### src/rtl/counter_run_ctrl_if.sv
// Button/tick request lines and status outputs of the run/stop/clear sequencer.
// master = request source (debouncers, tick generator); slave = counter_run_ctrl.
interface counter_run_ctrl_if #(
  parameter int CNT_W = 14
);
  logic             i_btn_run;
  logic             i_btn_clear;
  logic             i_btn_mode;
  logic             i_tick;
  logic             o_tick_en;
  logic             o_tick_clr;
  logic [CNT_W-1:0] o_count;
  logic             o_dir;
  logic [1:0]       o_state;
  logic             o_done;

  modport master (
    output i_btn_run, i_btn_clear, i_btn_mode, i_tick,
    input  o_tick_en, o_tick_clr, o_count, o_dir, o_state, o_done
  );

  modport slave (
    input  i_btn_run, i_btn_clear, i_btn_mode, i_tick,
    output o_tick_en, o_tick_clr, o_count, o_dir, o_state, o_done
  );
endinterface

### src/rtl/counter_run_ctrl.sv
// Run/stop/clear sequencer owning the 0..COUNT_MAX count register and its direction.
// Optional macro COUNTER_AUTO_STOP_EN: stop at terminal count instead of wrapping.
module counter_run_ctrl #(
  parameter int COUNT_MAX = 9999,
  parameter int CNT_W     = 14
) (
  input logic              clk,
  input logic              rst,
  counter_run_ctrl_if.slave bus
);

  typedef enum logic [1:0] {
    IDLE  = 2'b00,
    RUN   = 2'b01,
    STOP  = 2'b10,
    CLEAR = 2'b11
  } state_t;

  localparam logic [CNT_W-1:0] MAX_V = CNT_W'(COUNT_MAX);

  state_t           state;
  state_t           state_next;
  logic [CNT_W-1:0] count;
  logic [CNT_W-1:0] step_val;
  logic [CNT_W-1:0] start_val;
  logic [CNT_W-1:0] term_val;
  logic             dir;
  logic             tick_en;
  logic             tick_clr;
  logic             done;
  logic             hit_term;
`ifdef COUNTER_AUTO_STOP_EN
  logic             at_term;
`endif

  assign start_val = dir ? MAX_V : '0;
  assign term_val  = dir ? '0 : MAX_V;

  // Next count value with wrap so the register never leaves 0..COUNT_MAX.
  always_comb begin
    if (dir) step_val = (count == '0)    ? MAX_V : count - CNT_W'(1);
    else     step_val = (count == MAX_V) ? '0    : count + CNT_W'(1);
  end

  assign hit_term = bus.i_tick && (step_val == term_val);

  always_comb begin
    state_next = state;
    case (state)
      IDLE: begin
        if (bus.i_btn_clear)    state_next = CLEAR;
        else if (bus.i_btn_run) state_next = RUN;
      end
      RUN: begin
        if (bus.i_btn_clear)    state_next = CLEAR;
        else if (bus.i_btn_run) state_next = STOP;
`ifdef COUNTER_AUTO_STOP_EN
        else if (hit_term)      state_next = STOP;
`endif
      end
      STOP: begin
        if (bus.i_btn_clear)    state_next = CLEAR;
        else if (bus.i_btn_run) state_next = RUN;
      end
      CLEAR:   state_next = IDLE;
      default: state_next = IDLE;
    endcase
  end

  // Decoded outputs are registered from the next state so they line up with it.
  always_ff @(posedge clk or negedge rst) begin
    if (!rst) begin
      state    <= IDLE;
      count    <= '0;
      dir      <= 1'b0;
      tick_en  <= 1'b0;
      tick_clr <= 1'b0;
      done     <= 1'b0;
`ifdef COUNTER_AUTO_STOP_EN
      at_term  <= 1'b0;
`endif
    end else begin
      state    <= state_next;
      tick_en  <= (state_next == RUN);
      tick_clr <= (state_next == CLEAR);
      done     <= 1'b0;
      case (state)
        IDLE: begin
          if (!bus.i_btn_clear && !bus.i_btn_run && bus.i_btn_mode) begin
            dir   <= ~dir;
            count <= dir ? '0 : MAX_V;
          end
        end
        RUN: begin
          if (!bus.i_btn_clear && bus.i_tick) begin
            count <= step_val;
            done  <= hit_term;
`ifdef COUNTER_AUTO_STOP_EN
            if (hit_term) at_term <= 1'b1;
`endif
          end
        end
        STOP: begin
`ifdef COUNTER_AUTO_STOP_EN
          if (state_next != STOP) at_term <= 1'b0;
          if (!bus.i_btn_clear && bus.i_btn_run && at_term) count <= start_val;
`endif
          if (!bus.i_btn_clear && !bus.i_btn_run && bus.i_btn_mode) dir <= ~dir;
        end
        CLEAR:   count <= start_val;
        default: count <= count;
      endcase
    end
  end

  assign bus.o_state    = state;
  assign bus.o_count    = count;
  assign bus.o_dir      = dir;
  assign bus.o_tick_en  = tick_en;
  assign bus.o_tick_clr = tick_clr;
  assign bus.o_done     = done;

endmodule

### src/flat_wrapper.sv
// flat-port wrapper written by rule: the top's interface ports become plain ports
module counter_run_ctrl_flat 
#(
  parameter int COUNT_MAX = 9999,
  parameter int CNT_W     = 14
)
  (clk, rst, bus_i_btn_run, bus_i_btn_clear, bus_i_btn_mode, bus_i_tick, bus_o_tick_en, bus_o_tick_clr, bus_o_count, bus_o_dir, bus_o_state, bus_o_done);
  counter_run_ctrl_if #(.CNT_W(CNT_W)) bus_i ();
  input logic clk;
  input logic rst;
  input wire logic [$bits(bus_i.i_btn_run)-1:0] bus_i_btn_run;
  input wire logic [$bits(bus_i.i_btn_clear)-1:0] bus_i_btn_clear;
  input wire logic [$bits(bus_i.i_btn_mode)-1:0] bus_i_btn_mode;
  input wire logic [$bits(bus_i.i_tick)-1:0] bus_i_tick;
  output wire logic [$bits(bus_i.o_tick_en)-1:0] bus_o_tick_en;
  output wire logic [$bits(bus_i.o_tick_clr)-1:0] bus_o_tick_clr;
  output wire logic [$bits(bus_i.o_count)-1:0] bus_o_count;
  output wire logic [$bits(bus_i.o_dir)-1:0] bus_o_dir;
  output wire logic [$bits(bus_i.o_state)-1:0] bus_o_state;
  output wire logic [$bits(bus_i.o_done)-1:0] bus_o_done;
  assign bus_i.i_btn_run = bus_i_btn_run;
  assign bus_i.i_btn_clear = bus_i_btn_clear;
  assign bus_i.i_btn_mode = bus_i_btn_mode;
  assign bus_i.i_tick = bus_i_tick;
  assign bus_o_tick_en = bus_i.o_tick_en;
  assign bus_o_tick_clr = bus_i.o_tick_clr;
  assign bus_o_count = bus_i.o_count;
  assign bus_o_dir = bus_i.o_dir;
  assign bus_o_state = bus_i.o_state;
  assign bus_o_done = bus_i.o_done;
  counter_run_ctrl #(.COUNT_MAX(COUNT_MAX), .CNT_W(CNT_W)) u_core (.clk(clk), .rst(rst), .bus(bus_i));
endmodule
### config.mk
export PLATFORM = sky130hd
export DESIGN_NAME = counter_run_ctrl_flat
export DESIGN_NICKNAME = d
export VERILOG_FILES = /design/src/rtl/counter_run_ctrl_if.sv /design/src/rtl/counter_run_ctrl.sv /design/src/flat_wrapper.sv
export SDC_FILE = /design/constraint.sdc
export NUM_CORES = 1
export LEC_CHECK = 0
export BUFFER_PORTS_ARGS = -buffer_cell sky130_fd_sc_hd__buf_2
export CAP_MARGIN = 10
export CORE_AREA = 5 5 65 67
export DETAILED_ROUTE_END_ITERATION = 16
export DIE_AREA = 0 0 70 72
export PLACE_DENSITY_LB_ADDON = 0.15
export SYNTH_ARGS = -nofsm -noshare
export SYNTH_HDL_FRONTEND = slang
export SYNTH_SLANG_ARGS = --single-unit
### constraint.sdc
create_clock -name clk -period 7.5 [get_ports clk]
set_clock_uncertainty 0.1 [all_clocks]
set_input_delay 1.875 -clock clk [delete_from_list [all_inputs] [get_ports clk]]
set_output_delay 1.875 -clock clk [all_outputs]
set_load 0.02 [all_outputs]
==> metrics.csv <==
metric;value;unit
fmax;0.309;GHz
crit_arrival;1.26;ns
crit_fanout;17;
ios;26;
core;0.00358;mm^2
status;completed;
htreeDepth;1;
syn_to_final_growth;9.67;%
grt_max_degree;30;
power.density;413;mW/mm^2
cpLargestDelayFamily;flip-flops;
peakVddDrop;0.249;mV
dr.pass1.iters;4;
worstPathCellList;buf_2;
synth.avg_cell_area;7.85;um^2
cts_made_buffers;3;
maxCapViolations;0;
yosys-top-cells-count;dfrtp_1 (20), nand3_1 (16), nand2_1 (15);
ys_warn_count;0;
cts_setup_buffers;0;
period_share;43.1;%
holdWs;0.572;ns
top_usage_layer;met2;
drv_slew;0;
worst_setup_path_end_kind;primary output;
io_buffers;25;
die_area;0.00504;mm^2
grt_util_met2;33.7;%
antenna_found_initial;0;
synth_edf_count;0;
die_x;70;um
synth-seq-cells;20;
netlist_area;0.00173;mm^2
cts_root_buf;clkbuf_4;
max_stage_delay;0.68;ns
cts_resized;0;
async_flop_share;100;%
synth_flop_cell;dfrtp_1;
yosysUniqueCellTypes;53;
dp_hpwl;3.43;mm
clock_sinks;20;
syn-instance-count;221;
cp.required;5.53;ns
diodes;0;
nets;240;
yosys.area.top_type;dfrtp_1;
yosysMostFrequentCell;dfrtp_1;
drt_wl_total;4.91;mm
track_usage;19.4;%
worst_hold_path_type;flop to flop;
dr_total_vias;1767;
fin_crit;3.24;ns
grt_pass1_vias;1621;
place_area;0.00185;mm^2
synth_top_cell_area_share;28.9;%
ys_seq_area_share;28.9;%
combPwrFrac;58.1;%
synth_area_leaders;dfrtp_1 (29%), nand3_1 (4.6%), a21oi_1 (4.0%);
grt_pass1_wl;7.96;mm
grtUsageMet1;24.6;%
rsz0062_at_grt;no;
syn_nets;229;
overflow;0;
gp_congestion;0.885;
wl_per_cell;17.6;um
cp.buffers_inverters;1;
p_sw_share;53.1;%
row_count;22;
slowest_stage;dfrtp_1;
tritoncts;done;
clk_latency;0.31;ns
grtUsageMet3;4.29;%
p_seq_share;30.3;%
final_hold_viol_count;0;
drive_gt1_share;16.0;%
slew_headroom;60.5;%
via_per_inst;6.33;
finalInstanceArea;0.00190;mm^2
clkTransAtPathRegs;0.12;ns
clkPwrFrac;11.6;%
setup_viol;0;
dp.cells;275;
p_switching;0.417;mW
fp.dieH;72;um
post_cts_hold_buffer_count;0;
clk_path_buf_depth;2;
p_leak;0.778;nW
layout.cells.non_filler;279;
ant_nets;0;
worst_pin_slew;0.587;ns
fin_tns_setup;0;ns
first_iter_violations;122;
worstSetupPathType;flop to primary output;
drt_drc_violations_left;0;
p_total;0.785;mW
fillers;370;
critPathLaunchType;flop;
start_util;48.5;%
internal-power;0.368;mW
## power by group through the flow
stage	clock network [mW]	registers [mW]	logic [mW]
after CTS	0.0930	0.235	0.455
after detailed placement	0	0.237	0.452
after global routing	0.0991	0.248	0.500
after global placement	0	0.236	0.451
after floorplan	0	0.216	0.353
final	0.0913	0.238	0.456
## logic make-up after synthesis
group / Yosys count / share of synthesized area, %
buf+inv: 26 / 5.77
mux: 1 / 0.577
compound gates: 70 / 27.5
xor+xnor: 10 / 5.05
flops: 20 / 28.9
fa+ha+maj: 2 / 1.44
simple gates: 92 / 30.8
## flip-flops by register name, indices dropped and copies added (netlist names)
| name | flops |
|---|---|
| u_core.bus.o_count | 14 |
| u_core.bus.o_tick_clr | 1 |
| u_core.bus.o_tick_en | 1 |
| u_core.bus.o_done | 1 |
| u_core.bus.o_dir | 1 |
| u_core.bus.o_state | 2 |
## metal layers
metal  share of wire, %  vias up
met3                6.0        8
met1                 44      835
met4                1.5        0
li1                   -      869
met5                  0        -
met2                 49       55
## per-stage QoR
step	worst slack [ns]	utilization, %
after floorplan	4.41	-
after global placement	4.24	51.7
after detailed placement	4.22	51.7
after CTS	4.28	53.1
after global routing	4.17	53.1
final	4.26	53.1
## worst paths after layout
check	startpoint	endpoint	slack (ns)	cells past startpoint
worst max-delay path	u_core.bus.o_count[4]	bus_o_count[4]	4.26	1
worst min-delay path	u_core.bus.o_state[0]	u_core.bus.o_state[1]	0.57	1
worst max register to register	u_core.bus.o_count[0]	u_core.bus.o_done	4.40	8
worst min register to register	u_core.bus.o_state[0]	u_core.bus.o_state[1]	0.57	1
max in group asynchronous	rst	u_core.bus.o_count[9]	5.59	1
min in group asynchronous	rst	u_core.bus.o_count[7]	1.39	1
## layout by cell type, fill, tap and decap left out, types with 3 or more instances in the layout
| master | netlist | routed |
|---|---|---|
| or4_1 | 3 | 3 |
| nor3_1 | 7 | 7 |
| a22o_1 | 4 | 4 |
| and4_1 | 4 | 4 |
| a31oi_1 | 3 | 3 |
| a21o_1 | 3 | 3 |
| nand3_1 | 16 | 16 |
| dfrtp_1 | 20 | 20 |
| or3_1 | 6 | 6 |
| o211ai_1 | 6 | 6 |
| a21oi_1 | 14 | 14 |
| clkbuf_4 | 0 | 3 |
| inv_1 | 4 | 4 |
| a21boi_0 | 3 | 3 |
| o21ai_0 | 13 | 13 |
| a211oi_1 | 5 | 5 |
| xnor2_1 | 8 | 8 |
| nand4_1 | 6 | 6 |
| nand2_1 | 15 | 15 |
| nor2_1 | 13 | 13 |
| o21a_1 | 3 | 3 |
| nor4_1 | 4 | 4 |
| buf_2 | 2 | 25 |
## cell type report
class | count | area (um^2) | area share, %
Clock buffer | 3 | 22.5 | 1.18
Clock inverter | 1 | 30.0 | 1.58
Inverter | 6 | 22.5 | 1.18
Multi-Input combinational cell | 175 | 1130 | 59.6
Sequential cell | 20 | 500 | 26.3
Tap cell | 48 | 60.1 | 3.16
Timing Repair Buffer | 26 | 133 | 6.97
Power figures use the tool's default switching activity.
